===== src/rtl/vr16_pkg.sv =====
// Shared VR16 frontend definitions: data width, fetch FSM states and the
// {pc, instr} entry bundle carried from fetch to decode.
package vr16_pkg;

   localparam int XLEN = 16;
   localparam int ENTRY_W = 2 * XLEN;

   typedef enum logic [1:0] {
      IDLE = 2'd0,
      WAIT = 2'd1,
      DROP = 2'd2
   } fetch_state_t;

   typedef struct packed {
      logic [XLEN-1:0] pc;
      logic [XLEN-1:0] instr;
   } fetch_entry_t;

   function automatic int entry_width(input int xlen);
      return 2 * xlen;
   endfunction

endpackage


===== src/rtl/fetch_fifo.sv =====
// Small synchronous FIFO holding fetched {pc, instr} pairs for the decoder.
// Push and pop may coincide at any occupancy; flush empties it in one edge.
module fetch_fifo #(
   parameter int DEPTH = 2,
   parameter int WIDTH = 32
) (
   input  logic                       clk,
   input  logic                       reset,
   input  logic                       push,
   input  logic [WIDTH-1:0]           push_data,
   input  logic                       pop,
   input  logic                       flush,
   output logic [$clog2(DEPTH+1)-1:0] count,
   output logic                       head_valid,
   output logic [WIDTH-1:0]           head_data
);

   localparam int CW = $clog2(DEPTH + 1);
   localparam int PW = $clog2(DEPTH);

   logic [WIDTH-1:0] mem [DEPTH];
   logic [PW-1:0]    rd_ptr;
   logic [PW-1:0]    wr_ptr;
   logic             do_push;
   logic             do_pop;

   assign do_pop  = pop && (count != '0);
   // A push into a full FIFO is only accepted when the head leaves in the same cycle
   assign do_push = push && ((count < CW'(DEPTH)) || do_pop);

   always_ff @(posedge clk) begin
      if (reset) begin
         for (int i = 0; i < DEPTH; i++) begin
            mem[i] <= '0;
         end
         rd_ptr <= '0;
         wr_ptr <= '0;
         count  <= '0;
      end else if (flush) begin
         rd_ptr <= '0;
         wr_ptr <= '0;
         count  <= '0;
      end else begin
         if (do_push) begin
            mem[wr_ptr] <= push_data;
            wr_ptr      <= wr_ptr + PW'(1);
         end
         if (do_pop) begin
            rd_ptr <= rd_ptr + PW'(1);
         end
         count <= count + CW'(do_push) - CW'(do_pop);
      end
   end

   assign head_valid = (count != '0);
   assign head_data  = mem[rd_ptr];

endmodule


===== src/rtl/instruction_fetch.sv =====
// VR16 fetch stage: issues single-outstanding word reads at the current pc and
// buffers returned instructions; redirect flushes the buffer and drops in-flight data.
module instruction_fetch #(
   parameter int DEPTH = 2,
   parameter int XLEN  = 16
) (
   input  logic            clk,
   input  logic            reset,
   input  logic [XLEN-1:0] pc,
   input  logic            redirect,
   input  logic            halt,
   output logic            pc_increment,
   output logic            imem_req,
   output logic [XLEN-1:0] imem_addr,
   input  logic            imem_gnt,
   input  logic            imem_rvalid,
   input  logic [XLEN-1:0] imem_rdata,
   output logic            instr_valid,
   input  logic            instr_ready,
   output logic [XLEN-1:0] instr_data,
   output logic [XLEN-1:0] instr_pc
);

   import vr16_pkg::*;

   localparam int CW         = $clog2(DEPTH + 1);
   localparam int ENTRY_BITS = entry_width(XLEN);

   fetch_state_t          state;
   fetch_state_t          next_state;
   logic [XLEN-1:0]       pending_pc;
   logic [CW-1:0]         count;
   logic [CW:0]           occupancy;
   logic                  outstanding;
   logic                  pop;
   logic                  issue;
   logic                  grant;
   logic                  push;
   logic [ENTRY_BITS-1:0] head;

   assign outstanding = (state != IDLE);
   assign pop         = instr_valid && instr_ready;
   // Slots committed after this edge; a pop never exceeds count, so no underflow
   assign occupancy   = {1'b0, count} + (CW+1)'(outstanding) - (CW+1)'(pop);

   always_ff @(posedge clk) begin
      if (reset) begin
         state <= IDLE;
      end else begin
         state <= next_state;
      end
   end

   always_ff @(posedge clk) begin
      if (reset) begin
         pending_pc <= '0;
      end else if (grant) begin
         pending_pc <= pc;
      end
   end

   always_comb begin
      next_state = state;
      unique case (state)
         IDLE: begin
            if (grant) next_state = WAIT;
         end
         WAIT: begin
            if (redirect) begin
               next_state = imem_rvalid ? IDLE : DROP;
            end else if (imem_rvalid) begin
               next_state = grant ? WAIT : IDLE;
            end
         end
         DROP: begin
            if (imem_rvalid) next_state = IDLE;
         end
         default: next_state = IDLE;
      endcase
   end

   // A new request may overlap the cycle in which the previous one returns
   always_comb begin
      issue = !reset && !halt && !redirect
              && ((state == IDLE) || ((state == WAIT) && imem_rvalid))
              && (occupancy < (CW+1)'(DEPTH));
      grant = issue && imem_gnt;
      push  = !reset && !redirect && (state == WAIT) && imem_rvalid;
   end

   assign imem_req     = issue;
   assign imem_addr    = pc;
   assign pc_increment = grant;

   fetch_fifo #(
      .DEPTH (DEPTH),
      .WIDTH (ENTRY_BITS)
   ) u_fifo (
      .clk        (clk),
      .reset      (reset),
      .push       (push),
      .push_data  ({pending_pc, imem_rdata}),
      .pop        (pop),
      .flush      (redirect),
      .count      (count),
      .head_valid (instr_valid),
      .head_data  (head)
   );

   assign instr_pc   = head[ENTRY_BITS-1:XLEN];
   assign instr_data = head[XLEN-1:0];

endmodule


===== config.mk =====
export PLATFORM = sky130hd
export DESIGN_NAME = instruction_fetch
export DESIGN_NICKNAME = d
export VERILOG_FILES = /design/src/rtl/vr16_pkg.sv /design/src/rtl/fetch_fifo.sv /design/src/rtl/instruction_fetch.sv
export SDC_FILE = /design/constraint.sdc
export NUM_CORES = 1
export LEC_CHECK = 0
export CAP_MARGIN = 40
export CORE_UTILIZATION = 40
export CTS_BUF_LIST = sky130_fd_sc_hd__clkbuf_16
export DETAILED_ROUTE_END_ITERATION = 12
export GPL_TIMING_DRIVEN = 1
export PLACE_DENSITY_LB_ADDON = 0.08
export SLEW_MARGIN = 25
export SYNTH_ARGS = -nofsm -noshare
export SYNTH_HDL_FRONTEND = slang
export SYNTH_HIERARCHICAL = 1
export SYNTH_SLANG_ARGS = --single-unit

===== constraint.sdc =====
create_clock -name clk -period 6 [get_ports clk]
set_clock_uncertainty 0.1 [all_clocks]
set_input_delay 0.6 -clock clk [delete_from_list [all_inputs] [get_ports clk]]
set_output_delay 0.6 -clock clk [all_outputs]
set_load 0.05 [all_outputs]

==> flow_summary_export.csv, run 1 <==
group,metric,value,unit
finish,diodes,0,
synthesis,yosys.area.top_type_share,48.20,%
worst_setup_path,cpMostUsedCell,"clkdlybuf4s50_1",
grt,antenna_found_initial,0,
finish,final_area,5136,um2
cts,insertion_delay,330,ps
route,drt_iter0_markers,50,
route,antenna_left,0,
worst_setup_path,path_cells,"clkdlybuf4s50_1, nand2_1, nor3_1, o21ai_0, fa_1, nor4b_4, nand4_4, clkinv_2, clkdlybuf4s50_1",
cts,post-cts-setup-buffers,0,
route,dr.pass1.iters,4,
synthesis,syn-num-nets,352,
pwr,p_int,1.036,mW
grt,grt_max_degree,35,
grt,grt-ovfl-total,0,
timing,fin_crit_sh,73.22,%
route,wl_per_cell,14.44,um
timing,fmax,227.6,MHz
cts,cts_root_buffer,"clkbuf_16",
cts,clkSinkCount,87,
pwr,p_clk_share,40.0,%
cts,cts_buffer_depth,2,
synthesis,synth_seq_cells,87,
worst_hold_path,hp-start,"pending_pc[1]$_SDFFE_PP0P_",
floorplanning,coreArea,9729,um2
finish,nets,423,
pwr,combPwrFrac,10.5,%
finish,drive_gt1_share,18.39,%
synthesis,synth_ff_type,"edfxtp_1",
place,place_congestion,0.7614,
place,dp_hpwl,4696,um
worst_setup_path,worstPathArrival,3690,ps
synthesis,syn_area_per_cell,12.86,um2
timing,slew_violations,0,
route,vias,2455,
finish,fill_cells,854,
pwr,power_switching,306.3,uW
cts,cts_inserted_buffers,9,
finish,multiInputGateArea,1328,um2
timing,final.setup.tns,0,ps
synthesis,yosysWarnings,6,
pwr,p_seq_share,49.6,%
worst_setup_path,critical_path_class,"input port to output port",
synthesis,synth_edf_count,64,
worst_setup_path,slowest_stage,"clkdlybuf4s50_1",
synthesis,async_flop_share,0,%
grt,gr-usage-all-layers,15.40,%
synthesis,netlist-cell-type-count,36,
route,drt_wl_total,7492,um
timing,setup-violations-final,0,
worst_hold_path,hold_class,"flip-flop to flip-flop",
cts,h-tree-depth,3,
grt,grt_pass1_vias,2380,
timing,rsz0062_at_grt,"no",
floorplanning,rows,36,
place,dpl_cell_area,4795,um2
floorplanning,start_util,40.99,%
place,port_buffers,89,
floorplanning,dieArea,10370,um2
worst_setup_path,start_kind,"input port",
cts,postCtsHoldBufs,0,
outcome,outcome,"completed",
synthesis,yosys-top-cells-area,"edfxtp_1, dfxtp_1, and2_1",
timing,hold_viol_final,0,
route,drt-vias-per-instance,4.730,
synthesis,syn_inst,310,
cts,cts_resized,0,
synthesis,synthesis.area,3988,um2
worst_setup_path,slowest_delay,850,ps
synthesis,ys_seq_area_share,59.74,%
timing,relSlewSlack,63.63,%
floorplanning,pin_count,90,
worst_setup_path,crit_start,"instr_ready",
worst_setup_path,end_kind,"output port",
finish,synthToLayoutAreaGrowth,28.80,%
grt,grt_pass1_wl,11770,um
cts,clkSlewWorstSetupHoldPaths,60,ps
flow_run,max_cap_violations,0,
pwr,peakVddDrop,0.1131,mV
floorplanning,die_h,101.8,um
worst_setup_path,cp_max_fo,19,
worst_setup_path,r2r_start,"u_fifo/count[1]$_SDFF_PP0_",
pwr,switching_share,22.83,%
worst_setup_path,cp.required,5300,ps
route,drcViolationCount,0,
cts,cts_tree,"built",
timing,fin_crit,4393,ps
floorplanning,die_w,101.8,um
pwr,leakage,1.885,nW
synthesis,yosys.area.top_type,"edfxtp_1",
pwr,power.density,261.3,nW/um2
timing,worstMarginPinSlew,543.9,ps
finish,register_area,2382,um2
placed cells by master (no fill, tap or decap), drive strengths merged:
cell	n
clkdlybuf4s50	89
and2	66
edfxtp	64
mux2	32
dfxtp	23
a21oi	17
o21ai	17
nand3	16
nor2	9
clkbuf	9
inv	5
or2	4
clkinv	4
buf	4
nand2	3
nor3	3
xnor2	2
clkinvlp	2
ha	2
nand2b	2
and3	2
nor4b	1
nand4	1
nor2b	1
o22ai	1
fa	1
bufinv	1
o21a	1
nor3b	1
and4b	1
xor2	1
a21o	1
worst paths after layout:
path                            slack [ps]                          to  depth (start not counted)
worst max-delay path                  1610                    imem_req                          9
worst min-delay path                   380  pending_pc[1]$_SDFFE_PP0P_                          2
worst max register to register        3070  pending_pc[5]$_SDFFE_PP0P_                         10
worst min register to register         380  pending_pc[1]$_SDFFE_PP0P_                          2
cells in the mapped netlist (all sizes together), types with 4 or more instances:
cell type / n
and2: 66
edfxtp: 64
mux2: 32
buf: 29
dfxtp: 23
a21oi: 17
o21ai: 17
nand3: 16
nor2: 9
clkbuf: 4
inv: 4
or2: 4
power by group through the flow:
stage	combinational [mW]	clock [mW]	sequential, mW
6_report	0.140	0.536	0.665
5_1_grt	0.148	0.576	0.667
4_1_cts	0.138	0.549	0.666
3_5_place_dp	0.137	0	0.679
3_3_place_gp	0.137	0	0.678
2_1_floorplan	0.0860	0	0.676
kinds of logic after synthesis:
kind of cell / count (synthesis) / synth area share, %
compound gates: 37 / 4.832
xor+xnor: 3 / 0.6590
fa+ha+maj: 3 / 1.130
buf+inv: 38 / 6.966
flops: 87 / 59.74
mux: 32 / 9.037
simple gates: 110 / 17.63
metrics by stage:
step | power [mW] | worst slack, ps | hold WS (ps) | util, % | cells
floorplan | 0.7625 | 2305 | 356.0 | - | 310
global placement | 0.8154 | 1659 | 370.6 | 49.28 | 500
detailed placement | 0.8165 | 1573 | 380.8 | 49.28 | 500
CTS | 1.353 | 1564 | 388.5 | 52.26 | 516
global route | 1.391 | 1368 | 403.1 | 52.79 | 519
finish | 1.342 | 1607 | 384.0 | 52.79 | 519
sequential cells by signal (all words and copies together) (netlist names), named ones only:
name	count
u_fifo/mem	64
u_fifo/wr_ptr	1
u_fifo/count	2
state	2
pending_pc	16
u_fifo/rd_ptr	1
layer usage:
metal | GRT usage, % | vias up | routed length (um)
met5 | 0 | - | 0
met1 | 20.54 | 1160 | 3579
met2 | 24.12 | 64 | 3460
met4 | 7.582 | 0 | 141
li1 | - | 1218 | -
met3 | 3.010 | 13 | 310
critical path, delay by kind of cell:
family                     cells  cell delay (ps)
AOI/OAI and AO/OA              1              180
adders and majority gates      1              500
buffers and inverters          3             1570
and+or+nand+nor                4              830
area by class of cell:
type / count / share of cell area [%]
flip-flops and latches: 87 / 46.38
multi-input cells: 185 / 25.85
repair buffers: 93 / 18.49
clock buffers: 9 / 4.385
well taps: 133 / 3.240
clock inverters: 7 / 1.267
inverters: 5 / 0.3898
(Power assumes the default switching activity.)
==> run 2: changes to the inputs <==
clock period = 4.4 ns   (was 6 ns; I/O delays follow)
==> flow_summary_export.csv, run 2 (synthesis results as in run 1) <==
group,metric,value,unit
outcome,outcome,"finished with violations",
outcome,violations,"design-rule violations",
worst_setup_path,cp.required,3860,ps
place,dp.cells,504,
finish,diodes,0,
timing,fin_crit,3889,ps
worst_setup_path,r2r_cells,11,
grt,grt_util_met2,24.64,%
timing,final.setup.tns,0,ps
floorplanning,die_h,101.8,um
grt,use_met1,19.91,%
route,drcViolationCount,1,
worst_setup_path,start_kind,"flip-flop",
timing,setup-violations-final,0,
cts,clkSinkCount,87,
pwr,leakage,1.893,nW
finish,mostFrequentLayoutCells,"clkdlybuf4s50_1, edfxtp_1, and2_1",
finish,top_register,"u_fifo/mem",
route,vias,2452,
floorplanning,die_w,101.8,um
finish,final_common_cell,"clkdlybuf4s50_1",
finish,final_area,5139,um2
grt,top_usage_layer,"met2",
place,dpl_cell_area,4845,um2
timing,hold_viol_final,0,
timing,fmax,257.1,MHz
cts,postCtsHoldBufs,0,
cts,cts_buffer_depth,2,
floorplanning,start_util,40.99,%
grt,gr-usage-met3,3.420,%
timing,relSlewSlack,61.35,%
finish,drive_gt1_share,19.33,%
worst_hold_path,min_delay_path_depth,2,
worst_setup_path,cp_max_fo,7,
worst_setup_path,worstPathArrival,3350,ps
cts,cts_root_buffer,"clkbuf_16",
floorplanning,coreArea,9729,um2
grt,grt_pass1_wl,11620,um
grt,gr-usage-all-layers,15.15,%
worst_setup_path,critical_path_class,"flip-flop to output port",
finish,reg_top3,"u_fifo/mem: 64 flops, pending_pc: 16 flops",
place,port_buffers,89,
finish,layout.cells.non_filler,521,
route,wl_per_cell,14.21,um
timing,rsz0062_at_grt,"no",
finish,fill_cells,883,
cts,post-cts-setup-buffers,0,
timing,slew_violations,0,
cts,cts_resized,0,
timing,fin_crit_sh,88.40,%
grt,grt_max_degree,35,
cts,cts_inserted_buffers,9,
worst_setup_path,end_kind,"output port",
route,dr.pass1.iters,8,
flow_run,max_cap_violations,0,
grt,grt_pass1_vias,2389,
route,drt-vias-per-instance,4.706,
route,antenna_left,0,
floorplanning,dieArea,10370,um2
grt,antenna_found_initial,0,
worst_setup_path,rrSetupSlack,1610,ps
place,place_congestion,0.7380,
cts,clkSlewWorstSetupHoldPaths,60,ps
pwr,peakVddDrop,0.2442,mV
finish,largest_register_ffs,64,
worst_hold_path,hold_class,"flip-flop to flip-flop",
route,drt_iter0_markers,57,
cts,cts_tree,"built",
finish,synthToLayoutAreaGrowth,28.87,%
grt,grt-ovfl-total,0,
timing,worstMarginPinSlew,577.9,ps
route,drt_wl_total,7403,um
finish,nets,425,
floorplanning,rows,36,
cts,h-tree-depth,3,
pwr,power.density,347.4,nW/um2
place,dp_hpwl,4677,um
cts,insertion_delay,320,ps
pwr,power,1.785,mW
floorplanning,pin_count,90,
-- run 2: changes by cell type in the layout (fill, tap and decap cells not counted), sizes merged --
cell and change:
inv +3, buf +2, clkinv -2, bufinv -1
-- run 2: stage by stage --
stage | util (%) | worst slack (ps) | hold WS, ps
after global placement | 49.51 | 676.2 | 370.4
after detailed placement | 49.79 | 596.0 | 378.6
final | 52.82 | 510.5 | 383.1
after CTS | 52.61 | 469.0 | 386.9
after global routing | 52.82 | 289.8 | 408.2
after floorplan | - | 865.3 | 356.0
-- run 2: metal layers --
| metal | vias up | part of all wire [%] |
|---|---|---|
| met4 | 0 | 1.1 |
| met3 | 8 | 4.5 |
| met2 | 70 | 45 |
| li1 | 1228 | - |
| met1 | 1146 | 49 |
| met5 | - | 0 |
-- run 2: cell type report --
class                   instances  area (um2)  share of cell area, %
well taps                     133       166.4                  3.238
flip-flops and latches         87        2382                  46.36
clock buffers                   9       225.2                  4.383
clock inverters                 7       48.80                 0.9496
multi-input cells             185        1328                  25.83
repair buffers                 95       968.4                  18.85
inverters                       5       20.02                 0.3896
-- run 2: path summary, 6_finish.rpt --
check                             start                    endpoint
max          u_fifo/count[1]$_SDFF_PP0_                pc_increment
min          pending_pc[1]$_SDFFE_PP0P_  pending_pc[1]$_SDFFE_PP0P_
max reg2reg  u_fifo/count[1]$_SDFF_PP0_  pending_pc[5]$_SDFFE_PP0P_
min reg2reg  pending_pc[1]$_SDFFE_PP0P_  pending_pc[1]$_SDFFE_PP0P_
-- run 2: where the power goes --
group,internal [mW],switching [mW]
Clock,0.383,0.302
Sequential,0.900,0.00701
Combinational,0.0787,0.114
-- run 2: worst max-delay path: stages (launching register included) --
cell             delay (ps)
dfxtp_1                 480
or2_2                   180
nand2_1                  70
nor3_1                  260
o21ai_0                 180
fa_1                    510
nor4b_4                 250
nand4_4                 150
nor2_1                  120
clkdlybuf4s50_1         810
